## src/rtl/nios_ii_system_hex_ctrl_if.sv

```systemverilog
// Avalon-MM slave port bundle for the hex display controller.
// The master drives address/strobes/data and the slave returns combinational readdata.
interface nios_ii_system_hex_ctrl_if;
    logic [1:0]  address;
    logic        chipselect;
    logic        write_n;
    logic [31:0] writedata;
    logic [31:0] readdata;

    modport master (
        output address,
        output chipselect,
        output write_n,
        output writedata,
        input  readdata
    );

    modport slave (
        input  address,
        input  chipselect,
        input  write_n,
        input  writedata,
        output readdata
    );
endinterface

```

## src/rtl/nios_ii_system_hex_ctrl.sv

```systemverilog
// Seven-segment controller: packed hex VALUE word, per-digit enable and hardware blink,
// driving active-low segment pins through a registered out_port.
module nios_ii_system_hex_ctrl #(
    parameter int NUM_DIGITS  = 4,
    parameter int PERIOD_W    = 24,
    parameter int BLINK_RESET = 12500000
) (
    input  logic                      clk,
    input  logic                      reset,
    nios_ii_system_hex_ctrl_if.slave  bus,
    output logic [7*NUM_DIGITS-1:0]   out_port
);

    localparam int VALUE_W = 4 * NUM_DIGITS;
    localparam int OUT_W   = 7 * NUM_DIGITS;
    localparam logic [PERIOD_W-1:0] PERIOD_ONE = PERIOD_W'(32'd1);
    localparam logic [PERIOD_W-1:0] PERIOD_RST = PERIOD_W'(BLINK_RESET);

    logic [VALUE_W-1:0]    value_r;
    logic [NUM_DIGITS-1:0] enable_r;
    logic [NUM_DIGITS-1:0] mask_r;
    logic [PERIOD_W-1:0]   period_r;
    logic [PERIOD_W-1:0]   count_r;
    logic                  phase_r;
    logic [OUT_W-1:0]      out_port_r;
    logic [OUT_W-1:0]      out_next_s;
    logic [31:0]           rdata_s;
    logic                  wr_s;
    logic                  wr_value_s;
    logic                  wr_enable_s;
    logic                  wr_mask_s;
    logic                  wr_period_s;
    logic                  unused_wdata_s;

    // Active-low segment pattern, bit order g..a.
    function automatic logic [6:0] hex_decode(input logic [3:0] nib);
        logic [6:0] seg;
        case (nib)
            4'h0:    seg = 7'h40;
            4'h1:    seg = 7'h79;
            4'h2:    seg = 7'h24;
            4'h3:    seg = 7'h30;
            4'h4:    seg = 7'h19;
            4'h5:    seg = 7'h12;
            4'h6:    seg = 7'h02;
            4'h7:    seg = 7'h78;
            4'h8:    seg = 7'h00;
            4'h9:    seg = 7'h10;
            4'hA:    seg = 7'h08;
            4'hB:    seg = 7'h03;
            4'hC:    seg = 7'h46;
            4'hD:    seg = 7'h21;
            4'hE:    seg = 7'h06;
            4'hF:    seg = 7'h0E;
            default: seg = 7'h7F;
        endcase
        return seg;
    endfunction

    assign wr_s           = bus.chipselect & ~bus.write_n;
    assign wr_value_s     = wr_s & (bus.address == 2'd0);
    assign wr_enable_s    = wr_s & (bus.address == 2'd1);
    assign wr_mask_s      = wr_s & (bus.address == 2'd2);
    assign wr_period_s    = wr_s & (bus.address == 2'd3);
    assign unused_wdata_s = ^bus.writedata;

    // Software-visible control registers.
    always_ff @(posedge clk or posedge reset) begin
        if (reset) begin
            value_r  <= '0;
            enable_r <= '1;
            mask_r   <= '0;
            period_r <= PERIOD_RST;
        end else begin
            if (wr_value_s)  value_r  <= bus.writedata[VALUE_W-1:0];
            if (wr_enable_s) enable_r <= bus.writedata[NUM_DIGITS-1:0];
            if (wr_mask_s)   mask_r   <= bus.writedata[NUM_DIGITS-1:0];
            if (wr_period_s) period_r <= bus.writedata[PERIOD_W-1:0];
        end
    end

    // Blink timebase; a period write restarts it and overrides a coincident wrap.
    always_ff @(posedge clk or posedge reset) begin
        if (reset) begin
            count_r <= '0;
            phase_r <= 1'b0;
        end else if (wr_period_s || (period_r == '0)) begin
            count_r <= '0;
            phase_r <= 1'b0;
        end else if (count_r == (period_r - PERIOD_ONE)) begin
            count_r <= '0;
            phase_r <= ~phase_r;
        end else begin
            count_r <= count_r + PERIOD_ONE;
        end
    end

    // Next segment image from current register and phase state.
    always_comb begin
        out_next_s = '1;
        for (int i = 0; i < NUM_DIGITS; i++) begin
            if (enable_r[i] && !(mask_r[i] && phase_r)) begin
                out_next_s[7*i +: 7] = hex_decode(value_r[4*i +: 4]);
            end else begin
                out_next_s[7*i +: 7] = 7'h7F;
            end
        end
    end

    // Registered pin drive, blank while in reset.
    always_ff @(posedge clk or posedge reset) begin
        if (reset) begin
            out_port_r <= '1;
        end else begin
            out_port_r <= out_next_s;
        end
    end

    assign out_port = out_port_r;

    // Zero-latency read mux.
    always_comb begin
        rdata_s = 32'h0000_0000;
        case (bus.address)
            2'd0:    rdata_s = 32'(value_r);
            2'd1:    rdata_s = 32'(enable_r);
            2'd2:    rdata_s = 32'(mask_r);
            2'd3:    rdata_s = {phase_r, 31'(period_r)};
            default: rdata_s = 32'h0000_0000;
        endcase
    end

    assign bus.readdata = rdata_s;

endmodule

```

## src/flat_wrapper.sv

```systemverilog
// flat-port wrapper written by rule: the top's interface ports become plain ports
module nios_ii_system_hex_ctrl_flat 
#(
    parameter int NUM_DIGITS  = 4,
    parameter int PERIOD_W    = 24,
    parameter int BLINK_RESET = 12500000
)
  (clk, reset, out_port, bus_address, bus_chipselect, bus_write_n, bus_writedata, bus_readdata);
  nios_ii_system_hex_ctrl_if bus_i ();
  input  logic clk;
  input  logic reset;
  output logic [7*NUM_DIGITS-1:0] out_port;
  input wire logic [$bits(bus_i.address)-1:0] bus_address;
  input wire logic [$bits(bus_i.chipselect)-1:0] bus_chipselect;
  input wire logic [$bits(bus_i.write_n)-1:0] bus_write_n;
  input wire logic [$bits(bus_i.writedata)-1:0] bus_writedata;
  output wire logic [$bits(bus_i.readdata)-1:0] bus_readdata;
  assign bus_i.address = bus_address;
  assign bus_i.chipselect = bus_chipselect;
  assign bus_i.write_n = bus_write_n;
  assign bus_i.writedata = bus_writedata;
  assign bus_readdata = bus_i.readdata;
  nios_ii_system_hex_ctrl #(.NUM_DIGITS(NUM_DIGITS), .PERIOD_W(PERIOD_W), .BLINK_RESET(BLINK_RESET)) u_core (.clk(clk), .reset(reset), .bus(bus_i), .out_port(out_port));
endmodule
```

## config.mk

```make
export PLATFORM = sky130hd
export DESIGN_NAME = nios_ii_system_hex_ctrl_flat
export DESIGN_NICKNAME = d
export VERILOG_FILES = /design/src/rtl/nios_ii_system_hex_ctrl_if.sv /design/src/rtl/nios_ii_system_hex_ctrl.sv /design/src/flat_wrapper.sv
export SDC_FILE = /design/constraint.sdc
export NUM_CORES = 1
export LEC_CHECK = 0
export ABC_AREA = 1
export BUFFER_PORTS_ARGS = -buffer_cell sky130_fd_sc_hd__buf_2
export CORE_ASPECT_RATIO = 1.5
export CORE_MARGIN = 2
export CORE_UTILIZATION = 40
export CTS_BUF_LIST = sky130_fd_sc_hd__clkbuf_16
export DETAILED_ROUTE_END_ITERATION = 16
export HOLD_SLACK_MARGIN = 0.15
export PLACE_DENSITY = 0.7
export SYNTH_ARGS = -nofsm -noshare
export SYNTH_HDL_FRONTEND = slang
export SYNTH_SLANG_ARGS = --single-unit
```

## constraint.sdc

```tcl
create_clock -name clk -period 3.1 [get_ports clk]
set_clock_uncertainty 0.2 [all_clocks]
set_input_delay 0.155 -clock clk [delete_from_list [all_inputs] [get_ports clk]]
set_output_delay 0.155 -clock clk [all_outputs]
set_load 0.02 [all_outputs]
```

# After elaboration in Yosys (flattened, before gate mapping)
# Memories as Yosys holds them, arrays and structs flattened.
# Cells that the tools add are included.
[word_totals] ff_bits=101 romBits=448 in_bits=38 output_inout_bits=60 n_memories=4
[op_classes] add_sub_neg=2 n_eq_ne=4 muxes=9 bitwise=7 n_reduce_logical=16
[mem_list] name="(no name shown)" words=16 word_bits=7 rd=1 rd_ports_with_merged_regs=0 write_ports=0 line="nios_ii_system_hex_ctrl.sv:38" text="case (nib)"
[mem_list] name="(no name shown)" words=16 word_bits=7 rd=1 rd_ports_with_merged_regs=0 write_ports=0 line="nios_ii_system_hex_ctrl.sv:38"
[mem_list] name="(no name shown)" words=16 word_bits=7 rd=1 rd_ports_with_merged_regs=0 write_ports=0 line="nios_ii_system_hex_ctrl.sv:38"
[mem_list] name="(no name shown)" words=16 word_bits=7 rd=1 rd_ports_with_merged_regs=0 write_ports=0 line="nios_ii_system_hex_ctrl.sv:38"
[ops] cell="$pmux W32 S4" n=1
[ops] cell="$mux W24" n=2
[ops] cell="$mux W7" n=4
[ops] cell="$add A24 B1 Y24 const B" n=1
[ops] cell="$eq A24 B24 Y1" n=1
[ops] cell="$logic_not A24 Y1" n=1
[ops] cell="$sub A24 B1 Y24 const B" n=1
[ops] cell="$logic_and A1 B1 Y1" n=8
[ops] cell="$and A1 B1 Y1" n=5
[ops] cell="$eq A2 B2 Y1 const B" n=2
[ops] cell="$logic_not A1 Y1" n=4
[ops] cell="$eq A2 B1 Y1 const B" n=1
[ops] cell="$logic_not A2 Y1" n=1
[ops] cell="$mux W1" n=2
[ops] cell="$not A1 Y1" n=2
[ops] cell="$reduce_bool A2 Y1" n=1
[ops] cell="$logic_or A1 B1 Y1" n=1

# Longest topological paths before layout
[logic_depth] ltp_word=5 mapped_depth=16 ltp_nobuf=16

# Worst setup path after synthesis
# No wires, ideal clock.
[synth_path] kind="register -> register" from="register u_core.period_r[0]" to="register u_core.count_r[20]" arrival_ns=1.813 t_required_ns=2.778 setup_slack_ns=0.965 path_stages_with_launch=17 period_less_slack_ns=2.135 path_cell_list="dfrtp_1 -> inv_2 -> ha_1 -> nand2_2 -> nor2_2 -> nand2_1 -> nand2_1 -> nand2_1 -> inv_1 -> nand2_1 -> nor2_1 -> nand2_1 -> nor2_1 -> nand3_2 -> nand2_4 -> buf_6 -> nor2_2"
[synth_between] elab_chain_len=4 word_cells_on_any_way=6 cone_classes="add/sub (1); eq/ne (1); mux (2); reduce/logical (2)"
[synth_rtl] item="start, declared" line="nios_ii_system_hex_ctrl.sv:22" text="logic [PERIOD_W-1:0] period_r;"
[synth_rtl] item="start signal, assigned" line="nios_ii_system_hex_ctrl.sv:78" text="if (wr_period_s) period_r <= bus.writedata[PERIOD_W-1:0];"
[synth_rtl] item="$sub A24 B1 Y24" line="nios_ii_system_hex_ctrl.sv:90" text="end else if (count_r == (period_r - PERIOD_ONE)) begin"
[synth_rtl] item="$eq A24 B24 Y1" line="nios_ii_system_hex_ctrl.sv:90"
[synth_rtl] item="$mux W24" line="nios_ii_system_hex_ctrl.sv:90"
[synth_rtl] item="$mux W24 (*)" line="nios_ii_system_hex_ctrl.sv:87" text="end else if (wr_period_s || (period_r == '0)) begin"
[synth_rtl] item="end signal, assigned" line="nios_ii_system_hex_ctrl.sv:94" text="count_r <= count_r + PERIOD_ONE;"
[synth_rtl] item="end, declared" line="nios_ii_system_hex_ctrl.sv:23" text="logic [PERIOD_W-1:0] count_r;"
# Mark *: on every way between the ends. The rest lies on a longest branch, timed or not.
# A chain may end at the register's enable or synchronous reset.

# Worst setup path in the final report
[layout_path] from="register u_core.period_r[6]" to="register u_core.count_r[23]"
# Same word-level chain as after synthesis.

==> flow_metrics.tcl <==
set metrics [dict create \
    worstSetupPathType "flop to flop" \
    whs_ps 185.4 \
    drc 0 \
    synth_common_cells "nand2_1 (221), inv_1 (113), nor2_1 (90)" \
    postRouteWirelength_um 15540 \
    utilization_pct 48.33 \
    synth_top_area_share_pct 22.11 \
    cp_top_family "simple AND/OR/NAND/NOR gates" \
    dieArea_um2 17180 \
    die_h_um 159.6 \
    pin_count 98 \
    root_buffer "clkbuf_16" \
    syn_inst 872 \
    synth_most_common_cell "nand2_1" \
    p_sw_share_pct 37.93 \
    cts_buffers 9 \
    cp_max_fo 24 \
    synth_cell_types 36 \
    path_buf_inv 0 \
    holdCritPathClass "input pin to flop" \
    clk_pin_slew_ps 70 \
    viasPerCell 4.894 \
    area_growth_pct 17.57 \
    final.setup.tns_ps 0 \
    cts_tree "done" \
    cap_violations 0 \
    p_clk_share_pct 24.9 \
    p_total_mw 4.518 \
    fp.dieW_um 107.7 \
    core.rowCount 56 \
    slew_headroom_pct 38.31 \
    cts_sinks 101 \
    vias 5775 \
    ir_drop_mv 0.2634 \
    routedWlPerCell_um 13.17 \
    ys.flop_type "dfrtp_1" \
    gr-usage-all-layers_pct 18.62 \
    hold_violations 0 \
    p_seq_share_pct 42.2 \
    end_kind "flop" \
    cpPeakStageDelay_ps 500 \
    crit_required_ps 3120 \
    min_period_ps 2589 \
    cp_common_cell "nor2_1" \
    p_int_mw 2.804 \
    ys_async_sr_fraction_pct 100.0 \
    worst_slew_pin_slew_ps 923.1 \
    dr.pass1.iters 5 \
    fmax_mhz 386.3 \
    critPathSlowestCell "dfrtp_1" \
    arrival_ps 2610 \
    drt_iter0_drc 335 \
    final_net_count 1036 \
    core-area_um2 15700 \
    grt_pass1_wl_um 25970 \
    layout-drive-gt1-share_pct 18.63 \
    power_switching_mw 1.714 \
    grt_overflow 0 \
    drv_slew 0 \
    grt_pass1_vias 5521 \
    port-buffer-count 82 \
    yosysSeqAreaShare_pct 40.02 \
    p_per_area_nw_per_um2 595.6 \
    drtAntennaViolNets 0 \
    dp_hpwl_um 11650 \
    fin_crit_sh_pct 83.51 \
    synth_area_um2 6452 \
    yosys.area.top_type "dfrtp_1" \
    postSynthAreaPerCell_um2 7.400 \
    ys_seq_elements 101 \
    synth_area_leaders "dfrtp_1 (22%), dfstp_2 (18%), nand2_1 (13%)" \
    clock_latency_ps 340 \
    grt_antenna_before_repair 0 \
    gp_congestion 0.9125 \
    clk_path_buf_depth 2 \
    yosys_warnings 0 \
    antenna_cells 0 \
    setup_violations 0 \
    htree_levels 3 \
    ctsResizeCount 0 \
    grt_max_degree 53 \
    start_util_pct 41.11 \
    path_cells "nor2_4, nand2_2, nor2_4, nand2_1, nor2_1, xor2_1, nand3_1, nor2_1, nand3_2, nand2_4, nor2_1" \
    power_frac_comb_pct 33.0 \
    rsz0062_at_grt "no" \
    synth_edf_count 0 \
    status "complete, no violations" \
    p_leak_nw 3.664 \
    cp-start-kind "flop" \
]
[layer usage]
layer	GRT usage (%)	part of all wire, %	wire length [um]
met2	32.62	52	8024
met4	7.576	2.9	450
met5	0	0	0
met1	22.71	42	6496
met3	2.456	3.6	565
[worst reg2reg max path, cell delays in order, from the launching register on]
cell and delay (ps):
dfrtp_1 500, nor2_4 150, nand2_2 80, nor2_4 250
nand2_1 130, nor2_1 160, xor2_1 250, nand3_1 100
nor2_1 140, nand3_2 120, nand2_4 290, nor2_1 90
[logic make-up after synthesis]
| logic type | count (synthesis) | share of synthesized area (%) |
|---|---|---|
| AOI/OAI and AO/OA | 117 | 10.22 |
| DFF | 101 | 40.02 |
| xor gates and xnor gates | 36 | 5.119 |
| other | 1 | 0.05812 |
| and+or+nand+nor | 442 | 30.00 |
| buffers and inverters | 149 | 9.540 |
| adders and majority gates | 26 | 5.042 |
[sequential cells by signal, summed over array words and instances (netlist names)]
register,flops
u_core.phase_r,1
u_core.enable_r,4
u_core.mask_r,4
u_core.count_r,24
u_core.period_r,24
u_core.out_port,28
u_core.value_r,16
[repair_timing]
item | 4_1_cts | 5_1_grt
hold buffers | 29 | 0
setup buffers | 0 | 0
hold endpoints to repair | 99 | 0
[power by group through the flow]
stage                     clock network (mW)  logic (mW)  registers, mW
after global placement                     0        1.44           1.92
final                                   1.12        1.49           1.90
after detailed placement                   0        1.46           1.92
after floorplan                            0        1.05           1.95
after CTS                               1.16        1.50           1.90
after global routing                    1.21        1.71           1.95
[cell type report]
class | count | area (um2)
tap | 203 | 254.0
timing repair buffer | 114 | 735.7
sequential | 101 | 2582
clock buffer | 9 | 225.2
fill | 1597 | 8109
multi-input combinational | 628 | 3277
inverter | 118 | 445.4
clock inverter | 7 | 66.31
[per-stage QoR]
step / std cells / area, um2 / setup slack (ps)
2_1_floorplan: 878 / 6475 / 170.7
6_report: 1180 / 7586 / 511.3
4_1_cts: 1180 / 7586 / 477.3
5_1_grt: 1180 / 7586 / 238.0
3_3_place_gp: 1135 / 7004 / 602.3
3_5_place_dp: 1135 / 7004 / 513.2
[final timing paths]
path / depth (start not counted) / slack (ps) / to / start
max in group asynchronous: 4 / 1670 / u_core.out_port[27]$_DFF_PP1_ / reset
max reg2reg: 11 / 510 / u_core.count_r[23]$_DFF_PP0_ / u_core.period_r[6]$_DFFE_PP0P_
max: 11 / 510 / u_core.count_r[23]$_DFF_PP0_ / u_core.period_r[6]$_DFFE_PP0P_
min reg2reg: 2 / 310 / u_core.enable_r[2]$_DFFE_PP1P_ / u_core.enable_r[2]$_DFFE_PP1P_
min: 4 / 190 / u_core.enable_r[3]$_DFFE_PP1P_ / bus_address[1]
min in group asynchronous: 3 / 270 / u_core.count_r[0]$_DFF_PP0_ / reset
[placed cells by master (no fill, tap or decap), types with 18 or more instances in the layout]
| cell | netlist | routed |
|---|---|---|
| nand3_1 | 70 | 70 |
| nand2_1 | 221 | 221 |
| o21ai_0 | 66 | 66 |
| dfstp_2 | 44 | 44 |
| nor2_1 | 90 | 90 |
| dfrtp_1 | 57 | 57 |
| nor2_2 | 22 | 22 |
| buf_2 | 0 | 82 |
| xor2_1 | 21 | 21 |
| a21oi_1 | 18 | 18 |
| dlygate4sd3_1 | 0 | 29 |
| ha_1 | 26 | 26 |
| inv_1 | 113 | 113 |
No activity file was read; power rests on OpenSTA's default activity.
